==> src/rtl/serial_addsub_pkg.sv <==
// Shared types and constants for the bit-serial adder/subtractor.
// Provides the FSM state encoding and the add/subtract mode codes.
package serial_addsub_pkg;

  typedef enum logic [1:0] {
    IDLE = 2'd0,
    RUN  = 2'd1,
    DONE = 2'd2
  } state_t;

  localparam logic MODE_ADD = 1'b0;
  localparam logic MODE_SUB = 1'b1;

endpackage

==> src/rtl/serial_addsub_fa_bit.sv <==
// Single-bit full adder, the one arithmetic cell reused every cycle
// by serial_addsub.
module fa_bit (
  input  logic a,
  input  logic b,
  input  logic ci,
  output logic s,
  output logic co
);

  assign s  = a ^ b ^ ci;
  assign co = (a & b) | (a & ci) | (b & ci);

endmodule

==> src/rtl/serial_addsub.sv <==
// Bit-serial add/subtract core: one full adder, LSB first, WIDTH cycles per op.
// Define SERIAL_ADDSUB_SAT_EN to clamp overflowing results to the signed limit.
module serial_addsub
  import serial_addsub_pkg::*;
#(
  parameter int WIDTH = 8
) (
  input  logic             clk,
  input  logic             rst,
  input  logic             start,
  input  logic             mode,
  input  logic [WIDTH-1:0] a,
  input  logic [WIDTH-1:0] b,
  output logic             busy,
  output logic             done,
  output logic [WIDTH-1:0] sum,
  output logic             cout,
  output logic             ovf
);

  localparam int CW = (WIDTH > 1) ? $clog2(WIDTH) : 1;

  state_t           state;
  state_t           state_nxt;
  logic [CW-1:0]    cnt;
  logic             carry;
  logic [WIDTH-1:0] sha;
  logic [WIDTH-1:0] shb;
  logic [WIDTH-2:0] res;

  logic             fa_s;
  logic             fa_co;
  logic             last;
  logic             accept;
  logic [WIDTH-1:0] res_nxt;
  logic [WIDTH-1:0] sum_nxt;
  logic             ovf_nxt;

  fa_bit u_fa (
    .a  (sha[0]),
    .b  (shb[0]),
    .ci (carry),
    .s  (fa_s),
    .co (fa_co)
  );

  assign last    = (cnt == CW'(WIDTH - 1));
  assign accept  = (state == IDLE) && start;
  assign res_nxt = {fa_s, res};
  // On the MSB cycle the carry register holds the carry into the MSB.
  assign ovf_nxt = carry ^ fa_co;

`ifdef SERIAL_ADDSUB_SAT_EN
  function automatic logic [WIDTH-1:0] sat_result(
    input logic [WIDTH-1:0] wrapped,
    input logic             ov,
    input logic             a_msb
  );
    if (!ov)
      return wrapped;
    // Overflow implies the true sign equals A's sign.
    return a_msb ? {1'b1, {(WIDTH-1){1'b0}}} : {1'b0, {(WIDTH-1){1'b1}}};
  endfunction

  assign sum_nxt = sat_result(res_nxt, ovf_nxt, sha[0]);
`else
  assign sum_nxt = res_nxt;
`endif

  always_ff @(posedge clk) begin
    if (rst)
      state <= IDLE;
    else
      state <= state_nxt;
  end

  always_comb begin
    state_nxt = state;
    case (state)
      IDLE:    if (start) state_nxt = RUN;
      RUN:     if (last)  state_nxt = DONE;
      DONE:    state_nxt = IDLE;
      default: state_nxt = IDLE;
    endcase
  end

  assign busy = (state == RUN);
  assign done = (state == DONE);

  // Control and committed-result registers.
  always_ff @(posedge clk) begin
    if (rst) begin
      cnt   <= '0;
      carry <= 1'b0;
      sum   <= '0;
      cout  <= 1'b0;
      ovf   <= 1'b0;
    end else if (accept) begin
      cnt   <= '0;
      carry <= mode;
    end else if (state == RUN) begin
      cnt   <= cnt + 1'b1;
      carry <= fa_co;
      if (last) begin
        sum  <= sum_nxt;
        cout <= fa_co;
        ovf  <= ovf_nxt;
      end
    end
  end

  // Operand and partial-result shift registers.
  always_ff @(posedge clk) begin
    if (accept) begin
      sha <= a;
      shb <= (mode == MODE_SUB) ? ~b : b;
    end else if (state == RUN) begin
      sha <= sha >> 1;
      shb <= shb >> 1;
      res <= res_nxt[WIDTH-1:1];
    end
  end

endmodule

==> config.mk <==
export PLATFORM = sky130hd
export DESIGN_NAME = serial_addsub
export DESIGN_NICKNAME = d
export VERILOG_FILES = /design/src/rtl/serial_addsub_pkg.sv /design/src/rtl/serial_addsub_fa_bit.sv /design/src/rtl/serial_addsub.sv
export SDC_FILE = /design/constraint.sdc
export NUM_CORES = 1
export LEC_CHECK = 0
export BUFFER_PORTS_ARGS = -buffer_cell sky130_fd_sc_hd__clkbuf_2
export CAP_MARGIN = 20
export CORE_ASPECT_RATIO = 0.6
export CORE_MARGIN = 2
export CORE_UTILIZATION = 25
export CTS_BUF_LIST = sky130_fd_sc_hd__clkbuf_8
export DETAILED_ROUTE_END_ITERATION = 12
export PLACE_DENSITY = 0.53
export SETUP_SLACK_MARGIN = 0.5
export SLEW_MARGIN = 15
export SYNTH_ARGS = -nofsm -noshare
export SYNTH_HDL_FRONTEND = slang
export SYNTH_SLANG_ARGS = --single-unit
==> constraint.sdc <==
create_clock -name clk -period 2.4 [get_ports clk]
set_input_delay 0.48 -clock clk [delete_from_list [all_inputs] [get_ports clk]]
set_output_delay 0.48 -clock clk [all_outputs]
set_load 0.1 [all_outputs]
==> impl_results.md, run 1 <==
* Die area at 0.00705 mm^2
* Xor/xnor share of the synthesized area at 5.49%
* Die Wd at 107 um
* Longest Clk Path Bufs at 2
* Finished Layout Cells at 252
* Synth Area in Compound Gates at 6.83%
* GRT met3 Usage at 3.94%
* Worst Setup Start Kind: flop
* Filler instances at 638
* Commonest non-fill, non-tap cell in the layout: clkbuf_2
* Antenna Violating Nets Remaining at 0
* Final period utilization at 74.6%
* Slew margin rel. at 59.1%
* Synth-to-Final Area Change at 23.2%
* Later-pin clock latency in the skew report at 0.29 ns
* GRT met2 Usage at 11.6%
* Worst-Margin Slew at 0.613 ns
* Pwr/cell area at 712 mW/mm^2
* Clock buffer count from CTS at 5
* Min-Delay Path Class: reg2reg
* Reg clk slew, reported paths at 0.09 ns
* Met1 Resource Use GR at 13.1%
* CP required at 1.92 ns
* Nets at 190
* H-tree depth at 2
* Row Count at 22
* Root cell of the clock tree: clkbuf_8
* CP Class: reg2out
* Post-synth cell types at 24
* Setup_tns at 0 ns
* Final Hold Viols at 0
* Gr busiest metal: met1
* Post-synthesis simple-gate area fraction at 12.2%
* Synth Area in Adders at 2.83%
* IO Count at 32
* Wirelength per Cell at 11.6 um
* Most frequent cells in the layout: clkbuf_2, edfxtp_1, nand2_1
* Fin crit period at 1.79 ns
* Setup Skew at 0.0101 ns
* TritonCTS clock tree: built
* Max VDD drop at 0.266 mV
* Ys flop type: edfxtp_1
* FMAX at 0.558 GHz
* Fin. max-slew vios at 0
* GRT overflow at 0
* Via density at 4.03
* Largest family of logic cells by synthesized area: simple AND/OR/NAND/NOR gates
* RSZ-0062 raised after global routing: false
* Drt initial violations at 50
* Final total power at 1.40 mW
* Core area at 0.00614 mm^2
* Status: complete, no violations
* Mapped Nets at 155
* Max-cap violation count at 0
* First-pass GRT wire length at 4650 um
* Yosys warns at 0
* Layout cells sized above 1 at 31.5%
* EDFF count, synth at 23
* Crit-path slowest cell: dfxtp_1
* Pin count of the biggest net entering global routing at 17
* RePlAce Congestion at 0.686
* CP max stage delay at 0.51 ns
* Antenna violations before repair at 0
* Post CTS Setup Buffer Count at 0
* Mapped Area at 0.00159 mm^2
* Via count at 1015
* Register area share after synthesis at 63.4%
* Gr usage total at 9.05%
* Post-synthesis mux area share at 6.20%
* Drt pass-1 iters at 4
* Starting Density at 26.0%
* Ys async rst share at 0%
* Crit end category: primary output
* Synthesized area per cell at 12.1 um^2
* Maximum fanout along the worst path at 7
* Register bit count reported by yosys at 39
* Placed cells at 244
* Vias in the first global route at 881
* Detailed Place HPWL at 2170 um
* DRT Wirelength at 2930 um
* # DRC at 0
* Sink Count at 39
* Leak at 0.744 nW
* Port bufs at 31
* Final setup violation count at 0
* Antenna cells at 0
* Cells along the critical path: nor2b_2, buf_12
* Chip height at 65.9 um
* Arr. time, crit path at 1.31 ns
* Syn Inst Count at 132
[layer usage]
metal,part of all wire [%],routed length (um),vias to the layer above
met5,0,0,-
met3,6.1,178,5
met1,54,1570,465
met2,39,1150,22
met4,1.1,32,0
li1,-,-,523
[state kept, by name, indices dropped and copies added (netlist names), 2 cells and up]
name	flops
sum	8
sha	8
cnt	3
state	2
res	7
shb	8
[metrics by stage]
step | hold slack (ns) | util [%] | area, um^2 | setup slack [ns]
global route | 0.464 | 32.0 | 1960 | 0.538
detailed placement | 0.436 | 30.4 | 1870 | 0.578
CTS | 0.465 | 31.9 | 1960 | 0.509
floorplan | 0.426 | - | 1600 | 0.630
global placement | 0.434 | 30.4 | 1870 | 0.605
finish | 0.459 | 32.0 | 1960 | 0.609
[worst paths after layout]
check | from | endpoint | slack [ns] | depth (start not counted)
worst min register to register | sum[0] | sum[0] | 0.46 | 2
worst max register to register | state[0] | sha[0] | 0.77 | 2
worst max-delay path | state[0] | busy | 0.61 | 2
worst min-delay path | sum[0] | sum[0] | 0.46 | 2
[area by class of cell]
type	instances	area, um^2	share of cell area [%]
Sequential cell	39	1010	51.5
Clock inverter	3	23.8	1.21
Timing Repair Buffer	36	210	10.7
Tap cell	84	105	5.35
Multi-Input combinational cell	84	541	27.5
Clock buffer	5	68.8	3.51
Inverter	1	3.75	0.191
[power breakdown]
part           switching [mW]  internal [mW]  total, mW
Clock                   0.244          0.209      0.453
Combinational          0.0795         0.0735      0.153
Sequential             0.0208          0.771      0.792
[synth_stat cells (all sizes together) (2+ instances only)]
cell type | count | area (um^2)
edfxtp | 23 | 691
nand2 | 19 | 71.3
a21oi | 18 | 90.1
dfxtp | 16 | 320
nor2 | 13 | 48.8
xnor2 | 10 | 87.6
mux2 | 7 | 78.8
buf | 6 | 36.3
nor3 | 3 | 15.0
clkbuf | 2 | 7.51
ha | 2 | 25.0
mux2i | 2 | 20.0
nor2b | 2 | 12.5
[logic make-up (layout without fill, tap and decap cells)]
group	count (synthesis)	after routing
multiplexers	9	9
AO/OA/AOI/OAI	20	20
buffers and inverters	9	45
adder cells (fa/ha/maj)	3	3
XOR/XNOR	10	10
AND/OR/NAND/NOR	42	42
flip-flops	39	39
[worst max-delay path, delay by kind of cell (launching register included)]
| family | cells | cell delay [ns] |
|---|---|---|
| AND/OR/NAND/NOR | 1 | 0.30 |
| buffers and inverters | 1 | 0.20 |
| flip-flops | 1 | 0.51 |
[what timing repair did]
item	CTS	global route
hold buffers	0	0
endpoints found under the setup margin	1	1
gates resized for setup	1	1
No activity file was read; power rests on OpenSTA's default activity.
==> run 2, diff against run 1 <==
- PLACE_DENSITY: 0.53 -> 0.54
- clock period: 2.4 -> 1.5 ns (I/O delays scaled with it)
==> run 2 against run 1 <==
Compared with the run above:
- critical path depth increased by 1
- final cell count up 9.1%
- highest routed layer unchanged
- sequential power up 62%
==> impl_results.md, run 2 (synthesis results as in run 1) <==
* Met1 Resource Use GR at 14.8% (+1.7 points)
* Core area at 0.00614 mm^2 (unchanged)
* Antenna cells at 0 (unchanged)
* Max-cap violation count at 0 (unchanged)
* CP Buf/Inv Count at 2 (+1)
* Vias in the first global route at 1164 (+32%)
* IO Count at 32 (unchanged)
* GRT met3 Usage at 3.84% (-0.099 points)
* Synth-to-Final Area Change at 70.8%
* Slew margin rel. at 67.4% (+8.3 points)
* Via count at 1194 (+18%)
* Crit end category: primary output
* Fin crit period at 1.42 ns
* Most frequent cells in the layout: edfxtp_1, clkbuf_2, a21oi_2, buf_6, dfxtp_2
* RSZ-0062 raised after global routing: true
* Min-Delay Path Class: in2reg
* Die Wd at 107 um (unchanged)
* FF-to-FF Start: state[1]
* Fin. max-slew vios at 0 (unchanged)
* Final Hold Viols at 0 (unchanged)
* Status: complete, no violations
* TritonCTS clock tree: built
* Commonest non-fill, non-tap cell in the layout: edfxtp_1
* Sink Count at 39 (unchanged)
* H-tree depth at 2 (unchanged)
* Crit path launch: state[1]
* Via density at 4.34 (+7.8%)
* Setup_tns at 0 ns (unchanged)
* Chip height at 65.9 um (unchanged)
* Antenna Violating Nets Remaining at 0 (unchanged)
* Starting Density at 26.0% (unchanged)
* Port bufs at 31 (unchanged)
* Layout cells sized above 1 at 69.6% (+38 points)
* RePlAce Congestion at 0.693 (+1.0%)
* Detailed Place HPWL at 2240 um (+3.4%)
* Crit-path slowest cell: dfxtp_4
* First-pass GRT wire length at 5800 um (+25%)
* Worst Setup Start Kind: flop
* Pwr/cell area at 888 mW/mm^2 (+25%)
* GRT met2 Usage at 16.8% (+5.1 points)
* CP Class: reg2out
* Drt initial violations at 15 (-70%)
* Wirelength per Cell at 14.2 um (+22%)
* FMAX at 0.706 GHz
* Cells along the critical path: buf_6, nor2b_4, buf_12
* # DRC at 0 (unchanged)
* Final period utilization at 94.5%
* Gr busiest metal: met2
* Antenna violations before repair at 0 (unchanged)
* GRT overflow at 0 (unchanged)
* Pin count of the biggest net entering global routing at 17 (unchanged)
* Setup Skew at 0.00259 ns (-0.00752 ns)
* Reg clk slew, reported paths at 0.07 ns (-0.02 ns)
* Later-pin clock latency in the skew report at 0.29 ns (about the same)
* Drt pass-1 iters at 4 (unchanged)
* Gr usage total at 11.2% (+2.1 points)
* Arr. time, crit path at 1.12 ns (-0.19 ns)
* Nets at 213 (+12%)
* Root cell of the clock tree: clkbuf_8
* CP required at 1.20 ns (-0.72 ns)
* CP max stage delay at 0.37 ns (-0.14 ns)
* Final setup violation count at 0 (unchanged)
* HP Start: a[7]
* Row Count at 22 (unchanged)
* Crit path max-delay family: flip-flops
* Longest Clk Path Bufs at 2 (unchanged)
* DRT Wirelength at 3910 um (+34%)
* Maximum fanout along the worst path at 5 (-2)
* Worst-Margin Slew at 0.489 ns (-0.123 ns)
* Leak at 1.06 nW (+43%)
* Die area at 0.00705 mm^2 (unchanged)
* Max VDD drop at 0.369 mV (+38%)
* Final total power at 2.42 mW (+73%)
* Largest regs: sha (8), shb (8), sum (8)
* Clock buffer count from CTS at 5 (unchanged)
==> run 2: cell types whose count changed in the layout (fill, tap and decap cells not counted), sizes merged <==
cell	delta
buf	+25
clkbuf	-1
clkinv	-1
==> run 2: where the power goes <==
group          internal [mW]  leakage (nW)  switching (mW)  total (mW)
clock                  0.364        0.0524           0.356       0.720
sequential              1.23         0.364          0.0501        1.28
combinational          0.223         0.644           0.191       0.414
==> run 2: path summary, 6_finish.rpt <==
kind | to | slack [ns] | cells after the start
worst max-delay path | busy | 0.08 | 3
worst min-delay path | sha[7] | 0.30 | 2
worst max register to register | cnt[1] | 0.12 | 7
worst min register to register | sum[5] | 0.48 | 2
==> run 2: final cells by class <==
| type | count | area, um^2 |
|---|---|---|
| repair buffers | 59 | 703 |
| clock buffers | 6 | 82.6 |
| flip-flops and latches | 39 | 1040 |
| inverters | 1 | 3.75 |
| fillers | 560 | 3420 |
| multi-input cells | 84 | 782 |
| well taps | 84 | 105 |
| clock inverters | 2 | 8.76 |
==> run 2: repair_timing <==
item / in CTS / in global routing
buffers inserted: 10 / 6
gates resized for setup: 76 / 34
pin swaps: 8 / 8
hold endpoints to repair: 0 / 0
cloned: 2 / 1
setup endpoints to repair: 68 / 68
hold buffers: 0 / 0
==> run 2: stage by stage <==
step | instance area, um^2 | std cells | setup WS (ns) | util, % | hold WS [ns]
after floorplan | 1690 | 132 | 0.0449 | - | 0.427
after global placement | 2000 | 248 | 0.0915 | 32.5 | 0.432
after detailed placement | 2000 | 248 | 0.0820 | 32.5 | 0.441
after CTS | 2520 | 268 | 0.0934 | 41.1 | 0.291
after global routing | 2720 | 275 | 0.0505 | 44.4 | 0.291
final | 2720 | 275 | 0.0830 | 44.4 | 0.297
==> run 2: routing by layer <==
| metal | vias to the layer above | wire length, um |
|---|---|---|
| met1 | 591 | 1850 |
| met5 | - | 0 |
| met2 | 25 | 1810 |
| met3 | 4 | 201 |
| met4 | 0 | 48 |
| li1 | 574 | - |
